<file path="config.mk">
export PLATFORM = sky130hd
export DESIGN_NAME = sign_restorer
export DESIGN_NICKNAME = d
export VERILOG_FILES = /design/src/rtl/sign_restorer.sv
export SDC_FILE = /design/constraint.sdc
export NUM_CORES = 1
export LEC_CHECK = 0
export ABC_AREA = 1
export CAP_MARGIN = 20
export CORE_MARGIN = 2
export CORE_UTILIZATION = 40
export DETAILED_ROUTE_END_ITERATION = 8
export GPL_ROUTABILITY_DRIVEN = 0
export HOLD_SLACK_MARGIN = 0.08
export SETUP_SLACK_MARGIN = 0.5
export SYNTH_ARGS = -nofsm -noshare
export SYNTH_HDL_FRONTEND = slang
export SYNTH_SLANG_ARGS = --single-unit
</file>
<file path="constraint.sdc">
create_clock -name clk -period 2.65 [get_ports clk]
set_clock_uncertainty 0.2 [all_clocks]
set_input_delay 0.795 -clock clk [delete_from_list [all_inputs] [get_ports clk]]
set_output_delay 0.795 -clock clk [all_outputs]
set_load 0.01 [all_outputs]
</file>
<file path="src/rtl/sign_restorer.sv">
// Rebuilds a two's-complement word from magnitude + sign using bit-serial LSB-first negation.
// Optional saturation on overflow: define SIGN_RESTORER_SAT_EN.
module sign_restorer #(
    parameter int unsigned WORD_LENGTH = 16
) (
    input  logic                   clk,
    input  logic                   reset,
    input  logic                   in_valid,
    output logic                   in_ready,
    input  logic [WORD_LENGTH-1:0] magnitude,
    input  logic                   sign,
    output logic                   out_valid,
    input  logic                   out_ready,
    output logic [WORD_LENGTH-1:0] signed_result,
    output logic                   overflow,
    output logic                   busy
);

    localparam int unsigned CntW = $clog2(WORD_LENGTH);
    localparam logic [WORD_LENGTH-1:0] MinNeg = {1'b1, {(WORD_LENGTH-1){1'b0}}};
`ifdef SIGN_RESTORER_SAT_EN
    localparam logic [WORD_LENGTH-1:0] MaxPos = ~MinNeg;
`endif

    typedef enum logic [1:0] {
        StIdle,
        StConv,
        StDone
    } state_e;

    state_e                 state_q, state_d;
    logic [WORD_LENGTH-1:0] mag_q, mag_d;
    logic [WORD_LENGTH-1:0] res_q, res_d;
    logic [CntW-1:0]        cnt_q, cnt_d;
    logic                   seen_q, seen_d;
    logic                   ovf_q, ovf_d;
    logic                   out_valid_q, out_valid_d;
    logic                   busy_q, busy_d;
    logic                   ovf_calc;
    logic                   conv_bit;

    assign in_ready = reset && (state_q == StIdle);

    // -2^(WL-1) is the only negative value whose magnitude has the MSB set.
    assign ovf_calc = sign ? (magnitude > MinNeg) : magnitude[WORD_LENGTH-1];

    // Copy bits up to and including the first one, invert everything above it.
    assign conv_bit = seen_q ? ~mag_q[cnt_q] : mag_q[cnt_q];

    always_comb begin
        state_d     = state_q;
        mag_d       = mag_q;
        res_d       = res_q;
        cnt_d       = cnt_q;
        seen_d      = seen_q;
        ovf_d       = ovf_q;
        out_valid_d = out_valid_q;
        busy_d      = busy_q;

        case (state_q)
            StIdle: begin
                if (in_valid && in_ready) begin
                    mag_d  = magnitude;
                    ovf_d  = ovf_calc;
                    cnt_d  = '0;
                    seen_d = 1'b0;
                    if (!sign || (magnitude == '0)) begin
                        res_d = magnitude;
`ifdef SIGN_RESTORER_SAT_EN
                        if (ovf_calc) begin
                            res_d = MaxPos;
                        end
`endif
                        state_d     = StDone;
                        out_valid_d = 1'b1;
                    end else begin
                        state_d = StConv;
                        busy_d  = 1'b1;
                    end
                end
            end
            StConv: begin
                res_d[cnt_q] = conv_bit;
                seen_d       = seen_q | mag_q[cnt_q];
                cnt_d        = cnt_q + CntW'(1);
                if (cnt_q == CntW'(WORD_LENGTH - 1)) begin
                    state_d     = StDone;
                    busy_d      = 1'b0;
                    out_valid_d = 1'b1;
`ifdef SIGN_RESTORER_SAT_EN
                    // Only negative operands reach CONV, so saturation is toward 100...0.
                    if (ovf_q) begin
                        res_d = MinNeg;
                    end
`endif
                end
            end
            StDone: begin
                if (out_ready) begin
                    state_d     = StIdle;
                    out_valid_d = 1'b0;
                end
            end
            default: begin
                state_d     = StIdle;
                out_valid_d = 1'b0;
                busy_d      = 1'b0;
            end
        endcase
    end

    always_ff @(posedge clk) begin
        if (!reset) begin
            state_q     <= StIdle;
            mag_q       <= '0;
            res_q       <= '0;
            cnt_q       <= '0;
            seen_q      <= 1'b0;
            ovf_q       <= 1'b0;
            out_valid_q <= 1'b0;
            busy_q      <= 1'b0;
        end else begin
            state_q     <= state_d;
            mag_q       <= mag_d;
            res_q       <= res_d;
            cnt_q       <= cnt_d;
            seen_q      <= seen_d;
            ovf_q       <= ovf_d;
            out_valid_q <= out_valid_d;
            busy_q      <= busy_d;
        end
    end

    assign out_valid     = out_valid_q;
    assign signed_result = res_q;
    assign overflow      = ovf_q;
    assign busy          = busy_q;

endmodule

</file>
## Word level (Yosys, flattened, before mapping)

Index checks and enable logic that the tools add are counted.

- Register bits after elaboration: 42
- Logic and storage cells: 65
- Output and inout port bits: 20

- Magnitude comparators: 3
- Reduce and logical (&&, ||, !) cells: 14
- Bitwise gates (word level): 3
- Equality and inequality tests: 8
- $add $sub $neg: 1
- Multiplexer cells: 28

Operator list:

| kind | count |
|---|---|
| two-way mux 16 bit | 2 |
| one-hot mux 16 bit (2 select lines) | 1 |
| bitwise mux 16 bit | 1 |
| > comparator 16 bit (second input constant) | 1 |
| zero test 16 bit | 1 |
| two-way mux 1 bit | 12 |
| two-way mux 2 bit | 4 |
| one-hot mux 4 bit (2 select lines) | 1 |
| AND reduction 4 bit | 2 |
| != test 2 bit (second input constant) | 3 |
| one-hot mux 1 bit (3 select lines) | 2 |
| one-hot mux 2 bit (3 select lines) | 1 |
| AND reduction 3 bit | 2 |
| less-than comparator 4 x 5 -> 1 bit (second input constant) | 1 |
| adder 4 x 1 -> 4 bit (second input constant) | 1 |
| binary-select mux 1 bit (select 4 bit) | 1 |
| demux 1 bit (select 4 bit) | 1 |
| == test 4 bit (second input constant) | 1 |
| greater-or-equal comparator 4 x 1 -> 1 bit (second input constant) | 1 |
| two-way mux 4 bit | 1 |
| != test 2 x 1 -> 1 bit (second input constant) | 2 |
| AND reduction 2 bit | 2 |
| logical AND 1 bit | 3 |
| == test 2 x 1 -> 1 bit (second input constant) | 1 |
| other kinds (8) | 9 |

## Depth between registers and ports, before layout

Gate-level depths: netlist (run 1).

- Depth in word-level cells: 6
- Gate-level depth with buffers: 14
- Gate-level depth less buffers: 13

## Least setup slack after synthesis (run 1)

OpenSTA, ideal clock, no wires.

- Path type: input to output
- Start point: in reset
- End point: out in_ready
- Buffers on the path: 1
- Path slack: 0.190 ns
- Data arrival time: 1.465 ns
- Stages: 3
- Required time: 1.655 ns
- Cell sequence: buf_2 -> clkinv_1 -> nor3_1

- Longest elaborated chain between the ends: 1

Ends and longest elaborated chain:

| element | RTL line | RTL |
|---|---|---|
| from (decl) | 7 | `input logic reset,` |
| logical AND 1 bit | 42 | `assign in_ready = reset && (state_q == StIdle);` |
| to (decl) | 9 | `output logic in_ready,` |

No other way between the ends.

## Final worst setup path (run 1)

- Start point: in magnitude[14]
- End point: reg res_q[0], in the netlist signed_result[0]

- Longest elaborated chain between the ends: 4

Ends and longest elaborated chain:

| element | RTL line | RTL |
|---|---|---|
| from (decl) | 10 | `input logic [WORD_LENGTH-1:0] magnitude,` |
| zero test 16 bit | 67 | `if (!sign \|\| (magnitude == '0)) begin` |
| logical OR 1 bit | 67 |  |
| != test 2 x 1 -> 1 bit (no source line) | n/a |  |
| AND reduction 3 bit (no source line) | n/a |  |
| to (signal assigned) | 125 | `res_q <= res_d;` |
| to (decl) | 33 | `logic [WORD_LENGTH-1:0] res_q, res_d;` |

No other way between the ends.
A chain may end at the register's enable or synchronous reset.

==> metrics.md, run 1 <==
| Metric | Value |
|---|---|
| Top Ports | `41` |
| Sequential cell fraction of total power | `33.7%` |
| Reg2reg end | `signed_result[7]$_SDFFE_PN0P_` |
| Final Cycle Share | `81.70%` |
| Distinct cells, synth | `28` |
| Pleak | `1.483 nW` |
| Pre-CTS setup slack | `-0.4417 ns` |
| CTS Buf Count | `5` |
| Hold path depth | `2` |
| Max Cap Viol | `0` |
| Worst-path clk slew | `0.08 ns` |
| Antenna diode count | `0` |
| Dpl hpwl | `4154 um` |
| HP Class | `reg -> reg` |
| Hold path endpoint | `overflow$_SDFFE_PN0P_` |
| Die area | `6144 um^2` |
| Final Max Tran Viols | `0` |
| P_int | `0.001570 W` |
| Post-synthesis cell count | `331` |
| Reg2reg setup slack | `0.49 ns` |
| Sw Ratio | `41.75%` |
| Worst-path cell chain | `clkdlybuf4s50_1 > nor2_1 > nand2_1 > nor2_2 > nand2_2 > nand2_2 > nand2_4 > nand2_4 > buf_12 > nand3_1 > nand2_1 > nor2_1` |
| Worst path max stage delay | `0.44 ns` |
| Post-DRT Antenna Nets | `0` |
| # DRC | `0` |
| Crit Path Class | `in -> reg` |
| Total grt overflow | `0` |
| Final-layout fill cell count | `562` |
| Crit path max-delay cell type | `clkdlybuf4s50_1` |
| Maximum vdd drop | `0.3869 mV` |
| Die H | `78.39 um` |
| Setup crit end kind | `flip-flop` |
| Startpoint Class | `primary input` |
| Clock Path Buffers | `2` |
| F_max | `461.9 MHz` |
| Tightest Pin Transition | `0.4062 ns` |
| Core ar. | `5439 um^2` |
| Via count | `2285` |
| Drt total wl | `5954 um` |
| Die width | `78.39 um` |
| Final worst setup slack | `0.4850 ns` |
| CP max FO | `10` |
| Area contributors post-synth | `dfxtp_1 (38%), nand3_1 (8.6%), o21ai_0 (8.6%)` |
| Power Dens Cells | `886.5 nW/um^2` |
| Worst R2R Start | `cnt_q[0]$_SDFFE_PN0P_` |
| Root buf cell | `clkbuf_8` |
| Mean Syn Cell Area | `6.687 um^2` |
| Synthesized area | `2213 um^2` |
| Area share of the largest cell type after synthesis | `37.99%` |
| CP Data Required Time | `2.64 ns` |
| Reg area | `844.6 um^2` |
| Sw power | `0.001125 W` |
| Hold_sp | `overflow$_SDFFE_PN0P_` |
| Clock sinks | `42` |
| CTS HTree Levels | `2` |
| Input/output buffers | `40` |
| Logic pwr share | `50.7%` |
| Yosys Warn Count | `0` |
| Post-synth top area cell | `dfxtp_1` |
| Seq cells post-synth | `42` |
| Cell Area, Placed | `2740 um^2` |
| Clock Latency Late Sink | `0.29 ns` |
| Initial antenna violation count | `0` |
| Final Core Density | `55.90%` |
| Most frequent cells in the layout | `nor2_1 (44), nand2_1 (40), dfxtp_1 (39)` |
| Syn nets | `357` |
| Power share of the clock group | `15.6%` |
| Layout cells sized above 1 | `17.15%` |
| First-pass GRT wire length | `9453 um` |
| Wire per inst | `13.20 um` |
| Min Hold Slack | `0.2718 ns` |
| Layout Nets | `406` |
| Post-synthesis sequential area ratio | `37.99%` |
| Area occupied by multi-input gates | `1280 um^2` |
| Outcome | `completed` |
| Unrepaired setup endpoints after global routing | `yes` |
| GRT Util Overall | `19.66%` |
| Max-slew headroom | `72.92%` |
| Worst reg2reg path depth | `14` |
| CTS tree | `built` |
| Core Rows | `27` |
| TritonRoute pass-1 iters | `4` |
| Design Area, Final | `3040 um^2` |
| Largest net degree at the start of global routing | `40` |
| Total power | `0.002695 W` |
| Layout area overhead | `37.37%` |
| Vias/cell | `5.067` |
| Min Tclk post-route | `2.165 ns` |
| Commonest non-fill, non-tap cell in the layout | `nor2_1` |
| DRT iter0 DRCs | `152` |
| Final setup fails | `0` |
| Vias in the first global route | `1939` |
| Critical Path AT | `2.16 ns` |
| Initial Util | `40.69%` |
| Hold Fails Final Rpt | `0` |
-- critical path: cells and delay by family --
| kind | cells | cell delay, ns |
|---|---|---|
| buf+inv | 2 | 0.55 |
| simple gates | 10 | 0.81 |
-- timing repair --
| item | in CTS | in global routing |
|---|---|---|
| buffers inserted | 4 | 0 |
| pin swaps | 6 | 17 |
| hold buffers | 0 | 0 |
| setup endpoints to repair | 62 | 20 |
| resized for setup | 58 | 26 |
| gates cloned | 1 | 2 |
-- synth_stat cells --
master and count:
nor2_1 50, nand2_1 44, dfxtp_1 42, nand3_1 38, o21ai_0 38, inv_1 31, a21oi_1 29, o21ai_1 15
buf_2 9, clkbuf_1 5, ha_1 5, inv_2 5, buf_4 2, nand2_2 2, nor2_4 2, or2_1 2
a221oi_2 1, a31oi_1 1, buf_1 1, clkinv_1 1, nand3_4 1, nand3b_2 1, nand4_1 1, nor2_2 1
nor3_1 1, nor4_1 1, o22ai_1 1, o31ai_1 1
-- power by group through the flow --
stage               clock [W]  sequential [W]  combinational (W)
detailed placement          0        0.000920            0.00122
global placement            0        0.000917            0.00120
finish               0.000419        0.000910            0.00137
CTS                  0.000431        0.000910            0.00129
floorplan                   0        0.000944           0.000780
global route         0.000461        0.000932            0.00152
-- metrics by stage --
step	cells	setup TNS (ns)
after floorplan	331	0
final	451	0
after global routing	451	0
after global placement	438	-2.870
after CTS	449	0
after detailed placement	438	-3.173
-- state kept, by name (all words and copies together) (netlist names) --
name           count
out_valid          1
busy               1
mag_q             16
overflow           1
state_q            2
signed_result     16
cnt_q              4
seen_q             1
-- logic make-up after synthesis --
family | share of synthesized area [%]
compound gates | 20.12
fa+ha+maj | 2.826
buf+inv | 10.01
flops | 37.99
simple gates | 29.06
-- worst max-delay path by stage --
stage | from | endpoint | slack [ns] | depth (start not counted)
after floorplan | reset | in_ready | 0.48 | 3
after global placement | reset | in_ready | -0.44 | 4
after detailed placement | reset | in_ready | -0.44 | 4
after CTS | cnt_q[0]$_SDFFE_PN0P_ | signed_result[7]$_SDFFE_PN0P_ | 0.46 | 14
after global routing | magnitude[14] | signed_result[14]$_SDFFE_PN0P_ | 0.36 | 12
final | magnitude[14] | signed_result[0]$_SDFFE_PN0P_ | 0.49 | 12
-- per-layer routing --
layer	vias to the layer above	part of all wire [%]	track usage, %
met1	1031	49	28.75
met2	64	44	29.83
met3	6	5.7	3.793
met4	0	1.0	4.737
met5	-	0	0
li1	1184	-	-
-- cell type report --
cell class	count	area share, %
Tap cell	72	2.963
Multi-Input combinational cell	236	42.10
Sequential cell	42	27.78
Clock buffer	6	2.716
Timing Repair Buffer	58	19.71
Inverter	37	4.733
No activity file was read; power rests on OpenSTA's default activity.
==> run 2, diff against run 1 <==
--- a/config.mk
+++ b/config.mk
@@ -12,6 +12,7 @@
 export DETAILED_ROUTE_END_ITERATION = 8
 export GPL_ROUTABILITY_DRIVEN = 0
 export HOLD_SLACK_MARGIN = 0.08
+export PLACE_DENSITY = 0.66
 export SETUP_SLACK_MARGIN = 0.5
 export SYNTH_ARGS = -nofsm -noshare
 export SYNTH_HDL_FRONTEND = slang
==> constraint.sdc (replaced) <==
create_clock -name clk -period 1.85 [get_ports clk]
set_clock_uncertainty 0.2 [all_clocks]
set_input_delay 0.555 -clock clk [delete_from_list [all_inputs] [get_ports clk]]
set_output_delay 0.555 -clock clk [all_outputs]
set_load 0.01 [all_outputs]
==> run 2 against run 1 <==
Compared with the run above: the run now ends with negative setup slack left; critical path depth rose by 2; sequential power up 51%; non-clock buffer count rose by 68; register-to-register slack worse by 0.87 ns; combinational power grew 140%; final cell count up 16%; worst setup slack got worse by 0.87 ns; cell area grew 33%; power grew 96%; critical path type is now reg -> reg; critical endpoint is now signed_result[7]$_SDFFE_PN0P_; largest cell class unchanged.
==> metrics.md, run 2 (synthesized netlist as in run 1, its figures left out) <==
| Metric | Value |
|---|---|
| Outcome | `finished with violations` |
| Failing checks | `negative setup slack` |
| Power Dens Cells | `1312 nW/um^2` |
| Clock sinks | `42` |
| Max Cap Viol | `0` |
| TNS Setup | `-5.383 ns` |
| Total grt overflow | `0` |
| Final Core Density | `74.21%` |
| Hold-fix buffers, CTS | `0` |
| Critical Path AT | `2.23 ns` |
| Placed cells | `488` |
| Vias/cell | `5.301` |
| First-pass GRT wire length | `12730 um` |
| Crit Path Class | `reg -> reg` |
| Commonest non-fill, non-tap cell in the layout | `buf_4` |
| Setup crit end kind | `flip-flop` |
| Input/output buffers | `40` |
| Reg2reg end | `signed_result[7]$_SDFFE_PN0P_` |
| HP Class | `reg -> reg` |
| Worst-path clk slew | `0.09 ns` |
| GRT Util Overall | `26.65%` |
| Final Cycle Share | `120.6%` |
| Final Max Tran Viols | `0` |
| Core Rows | `27` |
| Sw Ratio | `41.37%` |
| TritonRoute pass-1 iters | `7` |
| Drt total wl | `8294 um` |
| Core ar. | `5439 um^2` |
| CTS Buf Count | `5` |
| Max-slew headroom | `81.24%` |
| Min Tclk post-route | `2.231 ns` |
| Unrepaired setup endpoints after global routing | `yes` |
| Root buf cell | `clkbuf_8` |
| Power share of the clock group | `12.1%` |
| Via count | `2762` |
| DRT iter0 DRCs | `228` |
| CP max FO | `8` |
| Layout area overhead | `82.36%` |
| Min Hold Slack | `0.2711 ns` |
| Die width | `78.39 um` |
| Worst R2R Start | `cnt_q[0]$_SDFFE_PN0P_` |
| Vias in the first global route | `2740` |
| Pleak | `1.824 nW` |
| Layout cells sized above 1 | `51.00%` |
| Worst Setup EP | `signed_result[7]$_SDFFE_PN0P_` |
| Hold path depth | `2` |
| Layout Nets | `474` |
| Antenna diode count | `0` |
| Top Ports | `41` |
| P_int | `0.003105 W` |
| Initial antenna violation count | `0` |
| Final worst setup slack | `-0.3809 ns` |
| Post-DRT Antenna Nets | `0` |
| F_max | `448.3 MHz` |
| Clock Latency Late Sink | `0.30 ns` |
| Wire per inst | `15.92 um` |
| Design Area, Final | `4036 um^2` |
| Crit path launch | `cnt_q[0]$_SDFFE_PN0P_` |
| CTS HTree Levels | `2` |
| Startpoint Class | `flip-flop` |
| Largest net degree at the start of global routing | `21` |
| Sw power | `0.002191 W` |
| Dpl hpwl | `4691 um` |
| Die H | `78.39 um` |
| Hold Fails Final Rpt | `0` |
| Die area | `6144 um^2` |
| Final setup fails | `17` |
| Cell Area, Placed | `3212 um^2` |
| Logic pwr share | `62.0%` |
| Initial Util | `40.69%` |
| Non-Filler Instances | `521` |
| Worst reg2reg path depth | `14` |
| # DRC | `0` |
| Sequential cell fraction of total power | `25.9%` |
| Most frequent cells in the layout | `buf_4 (64), nor2_1 (39), nand2_1 (38)` |
| Reg2reg setup slack | `-0.38 ns` |
| Maximum vdd drop | `1.029 mV` |
| CTS tree | `built` |
| CP Data Required Time | `1.85 ns` |
| Clock Path Buffers | `2` |
| Tightest Pin Transition | `0.2804 ns` |
run 2: cell count changes in the layout (fill, tap and decap cells not counted), moves of 6 or more:
cell	previous run	this run
dlygate4sd2_1	21	13
o21ai_1	20	28
buf_6	2	30
dfxtp_2	3	21
dlymetal6s2s_1	9	0
dfxtp_1	39	19
o21ai_0	31	3
clkdlybuf4s50_1	8	2
o21ai_2	2	21
nand3_1	37	19
nand3_2	1	17
buf_4	12	64
run 2: cell type report:
class                           instances  area [um^2]
Tap cell                               72        90.09
Sequential cell                        42        874.6
Clock inverter                          1        5.005
Fill cell                             398         1403
Multi-Input combinational cell        236         1567
Inverter                               37        153.9
Clock buffer                            7        86.33
Timing Repair Buffer                  126         1260
run 2: worst min path at each step:
| stage | endpoint | slack, ns | start |
|---|---|---|---|
| 2_1_floorplan | mag_q[0]$_SDFFE_PN0P_ | 0.24 | mag_q[0]$_SDFFE_PN0P_ |
| 4_1_cts | mag_q[6]$_SDFFE_PN0P_ | 0.27 | mag_q[6]$_SDFFE_PN0P_ |
| 3_3_place_gp | overflow$_SDFFE_PN0P_ | 0.25 | overflow$_SDFFE_PN0P_ |
| 3_5_place_dp | out_valid$_SDFFE_PN0P_ | 0.26 | out_valid$_SDFFE_PN0P_ |
| 5_1_grt | overflow$_SDFFE_PN0P_ | 0.28 | overflow$_SDFFE_PN0P_ |
| 6_report | overflow$_SDFFE_PN0P_ | 0.27 | overflow$_SDFFE_PN0P_ |
run 2: power by group through the flow:
| stage | registers [W] | logic [W] | clock network [W] |
|---|---|---|---|
| floorplan | 0.00138 | 0.00127 | 0 |
| global placement | 0.00132 | 0.00204 | 0 |
| detailed placement | 0.00133 | 0.00206 | 0 |
| CTS | 0.00136 | 0.00281 | 0.000635 |
| global route | 0.00140 | 0.00351 | 0.000692 |
| finish | 0.00137 | 0.00328 | 0.000641 |
run 2: what timing repair did:
action	4_1_cts	5_1_grt
buffers inserted	15	5
endpoints found under the setup margin	62	62
resized for setup	222	46
pin swaps	46	27
gates cloned	5	0
run 2: layer usage:
layer	share of wire, %	GRT usage [%]	wire [um]
met5	0	0	0
met2	50	46.47	4168
met3	5.6	5.632	462
met4	4.5	12.28	376
met1	40	31.27	3287
run 2: stage by stage:
stage                     total power [W]  setup WS, ns
final                            0.005296       -0.3809
after global routing             0.005603       -0.4913
after detailed placement         0.003388       -0.4894
after floorplan                  0.002652       -0.1925
after global placement           0.003357       -0.4619
after CTS                        0.004806       -0.3013
run 2: critical path, cell delays in order (launching register included):
cell and delay, ns:
dfxtp_4 0.38, buf_6 0.13, nor2_2 0.08, nor2_1 0.05
o21ai_1 0.08, a21oi_1 0.08, or2_1 0.24, a21oi_2 0.20
ha_4 0.27, nand2_8 0.12, o21ai_2 0.07, inv_1 0.06
nand3_1 0.07, nand2_1 0.07, nor2_1 0.03
